===== config.mk =====
export PLATFORM = sky130hd
export DESIGN_NAME = uart_tx_serializer
export DESIGN_NICKNAME = d
export VERILOG_FILES = /design/src/rtl/uart_pkg.sv /design/src/rtl/uart_baud_gen.sv /design/src/rtl/uart_tx_serializer.sv
export SDC_FILE = /design/constraint.sdc
export NUM_CORES = 1
export LEC_CHECK = 0
export ABC_AREA = 1
export CAP_MARGIN = 10
export CORE_ASPECT_RATIO = 0.9
export CORE_MARGIN = 3
export CORE_UTILIZATION = 40
export CTS_CLUSTER_SIZE = 30
export DETAILED_ROUTE_END_ITERATION = 6
export PLACE_DENSITY = 0.56
export SLEW_MARGIN = 20
export SYNTH_ARGS = -nofsm -noshare
export SYNTH_HDL_FRONTEND = slang
export SYNTH_SLANG_ARGS = --single-unit

===== constraint.sdc =====
create_clock -name clk -period 2.5 [get_ports clk]
set_clock_uncertainty 0.05 [all_clocks]
set_input_delay 0.375 -clock clk [delete_from_list [all_inputs] [get_ports clk]]
set_output_delay 0.375 -clock clk [all_outputs]
set_load 0.02 [all_outputs]

===== src/rtl/uart_pkg.sv =====
// Shared definitions for the UART transmit path: FSM state encoding,
// parity-mode constants and serial line levels.
package uart_pkg;

    localparam int STATE_W = 3;

    localparam logic [STATE_W-1:0] ENC_IDLE   = 3'd0;
    localparam logic [STATE_W-1:0] ENC_START  = 3'd1;
    localparam logic [STATE_W-1:0] ENC_DATA   = 3'd2;
    localparam logic [STATE_W-1:0] ENC_PARITY = 3'd3;
    localparam logic [STATE_W-1:0] ENC_STOP   = 3'd4;

    typedef enum logic [STATE_W-1:0] {
        IDLE   = ENC_IDLE,
        START  = ENC_START,
        DATA   = ENC_DATA,
        PARITY = ENC_PARITY,
        STOP   = ENC_STOP
    } tx_state_t;

    localparam logic PARITY_MODE_EVEN = 1'b0;
    localparam logic PARITY_MODE_ODD  = 1'b1;

    localparam logic LINE_IDLE  = 1'b1;
    localparam logic LINE_START = 1'b0;

endpackage


===== src/rtl/uart_baud_gen.sv =====
// Bit-period timer: counts clk cycles within one serial bit and flags the
// last cycle of each bit. clr realigns the count to a new frame.
module uart_baud_gen #(
    parameter int CLKS_PER_BIT = 868
) (
    input  logic clk,
    input  logic rst_n,
    input  logic clr,
    output logic bit_done
);

    localparam int CNT_W = (CLKS_PER_BIT > 1) ? $clog2(CLKS_PER_BIT) : 1;
    localparam logic [CNT_W-1:0] LAST_CNT = CNT_W'(CLKS_PER_BIT - 1);

    logic [CNT_W-1:0] cnt;

    always_ff @(posedge clk or negedge rst_n) begin
        if (!rst_n) begin
            cnt <= '0;
        end else if (clr || (cnt == LAST_CNT)) begin
            cnt <= '0;
        end else begin
            cnt <= cnt + 1'b1;
        end
    end

    assign bit_done = (cnt == LAST_CNT);

endmodule


===== src/rtl/uart_tx_serializer.sv =====
// UART transmit serializer: pops one word from the TX FIFO and shifts it out
// as start bit, LSB-first data, optional parity and one or two stop bits.
module uart_tx_serializer
    import uart_pkg::*;
#(
    parameter int DATA_WIDTH   = 8,
    parameter int CLKS_PER_BIT = 868,
    parameter int PARITY_EN    = 0,
    parameter int PARITY_ODD   = 0,
    parameter int STOP_BITS    = 1
) (
    input  logic                  clk,
    input  logic                  rst_n,
    input  logic                  tx_en,
    input  logic                  fifo_empty,
    input  logic [DATA_WIDTH-1:0] fifo_data,
    output logic                  fifo_rd_en,
    output logic                  tx,
    output logic                  busy
);

    localparam int IDX_W  = (DATA_WIDTH > 1) ? $clog2(DATA_WIDTH) : 1;
    localparam int STOP_W = 1;

    localparam logic [IDX_W-1:0]  LAST_IDX  = IDX_W'(DATA_WIDTH - 1);
    localparam logic [STOP_W-1:0] LAST_STOP = STOP_W'(STOP_BITS - 1);
    localparam logic              PAR_MODE  = (PARITY_ODD != 0) ? PARITY_MODE_ODD
                                                                : PARITY_MODE_EVEN;

    tx_state_t             state, state_next;
    logic [DATA_WIDTH-1:0] shift_q, shift_next;
    logic                  parity_q, parity_next;
    logic [IDX_W-1:0]      bit_idx, bit_idx_next;
    logic [STOP_W-1:0]     stop_cnt, stop_cnt_next;
    logic                  tx_q, tx_next;
    logic                  bit_done;
    logic                  last_stop;
    logic                  load;

    uart_baud_gen #(
        .CLKS_PER_BIT (CLKS_PER_BIT)
    ) u_baud (
        .clk      (clk),
        .rst_n    (rst_n),
        .clr      (load),
        .bit_done (bit_done)
    );

    // rst_n gates load so no pop strobe can leak out while reset is held.
    always_comb begin
        last_stop = (state == STOP) && bit_done && (stop_cnt == LAST_STOP);
        load      = rst_n && tx_en && !fifo_empty && ((state == IDLE) || last_stop);

        state_next    = state;
        shift_next    = shift_q;
        parity_next   = parity_q;
        bit_idx_next  = bit_idx;
        stop_cnt_next = stop_cnt;

        if (load) begin
            state_next    = START;
            shift_next    = fifo_data;
            parity_next   = (^fifo_data) ^ PAR_MODE;
            bit_idx_next  = '0;
            stop_cnt_next = '0;
        end else begin
            case (state)
                START: begin
                    if (bit_done) begin
                        state_next = DATA;
                    end
                end
                DATA: begin
                    if (bit_done) begin
                        shift_next = shift_q >> 1;
                        if (bit_idx == LAST_IDX) begin
                            bit_idx_next  = '0;
                            stop_cnt_next = '0;
                            state_next    = (PARITY_EN != 0) ? PARITY : STOP;
                        end else begin
                            bit_idx_next = bit_idx + 1'b1;
                        end
                    end
                end
                PARITY: begin
                    if (bit_done) begin
                        stop_cnt_next = '0;
                        state_next    = STOP;
                    end
                end
                STOP: begin
                    if (bit_done) begin
                        if (last_stop) begin
                            stop_cnt_next = '0;
                            state_next    = IDLE;
                        end else begin
                            stop_cnt_next = stop_cnt + 1'b1;
                        end
                    end
                end
                default: begin
                    state_next = IDLE;
                end
            endcase
        end
    end

    // The line level is derived from the next state so tx comes straight off a flop.
    always_comb begin
        case (state_next)
            START:   tx_next = LINE_START;
            DATA:    tx_next = shift_next[0];
            PARITY:  tx_next = parity_next;
            default: tx_next = LINE_IDLE;
        endcase
    end

    always_ff @(posedge clk or negedge rst_n) begin
        if (!rst_n) begin
            state    <= IDLE;
            bit_idx  <= '0;
            stop_cnt <= '0;
            tx_q     <= LINE_IDLE;
        end else begin
            state    <= state_next;
            bit_idx  <= bit_idx_next;
            stop_cnt <= stop_cnt_next;
            tx_q     <= tx_next;
        end
    end

    always_ff @(posedge clk) begin
        shift_q  <= shift_next;
        parity_q <= parity_next;
    end

    assign fifo_rd_en = load;
    assign busy       = (state != IDLE) || load;
    assign tx         = tx_q;

endmodule

==> results_dict.tcl <==
set metrics [dict create \
    p_per_area_nw_per_um2 413 \
    async_flop_share_pct 66.7 \
    grt_first_pass_wirelength_um 5690 \
    required_ns 2.08 \
    cp_max_fo 2 \
    dp_hpwl_um 2460 \
    drt_iter0_drc 95 \
    finalMaxSlewViolations 0 \
    period_minus_slack_ns 2.29 \
    rsz0062_at_grt "false" \
    synth_cell_type_count 31 \
    grtUsageTotal_pct 15.3 \
    drive_gt1_share_pct 10.9 \
    internal-power_uw 594 \
    worst_pin_slew_ns 0.373 \
    vias 1326 \
    setup_ws_ns 0.212 \
    first_pass_iters 4 \
    fin_crit_sh_pct 91.5 \
    syn_to_final_growth_pct 16.7 \
    clkSlewWorstSetupHoldPaths_ns 0.10 \
    io-pin-count 15 \
    final_cell_area_um2 1880 \
    synthesis.nets 223 \
    final_common_cell "nand2_1" \
    dpl.cell_count 271 \
    grt_pass1_vias 1308 \
    grt_max_degree 19 \
    end_kind "output pin" \
    cap_violations 0 \
    die_h_um 66.1 \
    clk_latency_ns 0.28 \
    drt-vias-per-instance 4.82 \
    clkPwrFrac_pct 34.3 \
    final_cell_mix "nand2_1, inv_1, nor2_1" \
    setup.worst_path.start_class "input port" \
    dieArea_um2 4810 \
    cts_buffers 3 \
    finalSetupViolCount 0 \
    antenna_found_initial 0 \
    htreeDepth 1 \
    swShare_pct 23.4 \
    final_hold_viol_count 0 \
    fin_tns_setup_ns 0 \
    layout.cells.non_filler 275 \
    p_comb_share_pct 7.7 \
    status "complete, no violations" \
    power_frac_seq_pct 58.0 \
    syn_inst 208 \
    relSlewSlack_pct 75.0 \
    worst-setup-path-type "input port to output pin" \
    wire_per_inst_um 11.3 \
    initial_utilization_pct 42.5 \
    ant_nets 0 \
    p_sw_uw 181 \
    overflow 0 \
    ys_seq_area_share_pct 43.7 \
    drc 0 \
    cts_tree "built" \
    vdd_ir_drop_max_uv 205 \
    synthFlopType "dfrtp_1" \
    critPathArrivalTime_ns 1.86 \
    die_w_um 72.8 \
    holdWs_ns 0.413 \
    avgSynthCellArea_um2 7.72 \
    gp_congestion 0.760 \
    fmax_mhz 437 \
    dp_slack_ns 0.140 \
    drt-total-wl_um 3100 \
    placed_area_um2 1820 \
    numPortBuffers 14 \
    cts_setup_buffers 0 \
    diodes 0 \
    clockBufferDepth 2 \
    synth_edf_count 7 \
    rows 21 \
    hold_class "input port to asynchronous set/reset pin" \
    cts_root_buffer "clkbuf_8" \
    synth-seq-cells 27 \
    syn_area_um2 1610 \
    cts.repair.resized 0 \
    num-nets-final 245 \
    core-area_um2 3780 \
    postCtsHoldBufs 0 \
    p_leak_uw 0.00100 \
    clock_sinks 27 \
    yosysWarnings 0 \
]
## kinds of logic (layout without fill, tap and decap cells)
kind of cell	after synthesis	after routing	share of synthesized area, %
flops	27	27	43.7
buf+inv	32	53	7.94
simple gates	126	126	37.0
fa+ha+maj	3	3	2.34
compound gates	16	16	6.85
xor+xnor	4	4	2.18
## synth_stat cells, types with 2 or more instances
master    instances  area share (%)
xnor2_1           2             1.1
nor2_1           20             4.7
dfxtp_1           2             2.5
nand3_1          17             5.3
ha_1              3             2.3
nor3b_1           3             1.4
nand2_4           2             1.4
xor2_1            2             1.1
nand2_2           3             1.2
nor3_1            2            0.62
nor2_2            3             1.2
and2_1            2            0.78
dfrtp_1          17              26
inv_1            31             7.2
a21oi_1           7             2.2
o21ai_2           3             1.6
edfxtp_1          7              13
nand2_1          69              16
## power by group through the flow
stage	sequential [uW]	clock [uW]	combinational, uW
after floorplan	459	0	26.4
after global placement	459	0	58.6
after detailed placement	459	0	60.7
after CTS	450	279	61.1
after global routing	450	302	70.8
final	450	266	59.7
## layer usage
metal	track usage, %	vias up	wire length [um]
li1	-	695	-
met1	21.4	606	1530
met2	23.2	23	1410
met3	4.26	2	143
met4	3.46	0	11
met5	0	-	0
## worst paths after layout
| check | start | end | slack [ns] | depth (start not counted) |
|---|---|---|---|---|
| setup / recovery | rst_n | busy | 0.21 | 6 |
| hold / removal | rst_n | u_baud.cnt[6] | 0.41 | 2 |
| setup reg to reg | state[0] | shift_q[7] | 0.60 | 7 |
| hold reg to reg | u_baud.cnt[0] | u_baud.cnt[0] | 0.42 | 1 |
| max in group asynchronous | rst_n | tx | 1.73 | 2 |
| min in group clk | u_baud.cnt[0] | u_baud.cnt[0] | 0.42 | 1 |
## per-stage QoR
step | utilization (%) | power [uW]
6_report | 49.6 | 775
4_1_cts | 49.5 | 790
3_3_place_gp | 48.2 | 517
3_5_place_dp | 48.2 | 519
2_1_floorplan | - | 485
5_1_grt | 49.6 | 823
## sequential cells by signal, indices dropped and copies added, names as in the netlist
signal / flops
tx: 1
state: 3
stop_cnt: 1
shift_q: 8
u_baud.cnt: 10
parity_q: 1
bit_idx: 3
## worst max-delay path, cell delays in order
cell	delay, ns
clkdlybuf4s50_1	0.49
nand2_1	0.06
nor2_1	0.15
inv_1	0.11
nand3_1	0.08
clkdlybuf4s50_1	0.60
## area by class of cell
class	count	area [um^2]
Fill cell	379	1910
Multi-Input combinational cell	149	777
Sequential cell	27	702
Timing Repair Buffer	18	173
Inverter	31	116
Tap cell	46	57.6
Clock buffer	3	41.3
Clock inverter	1	8.76
No activity file was read; power rests on OpenSTA's default activity.
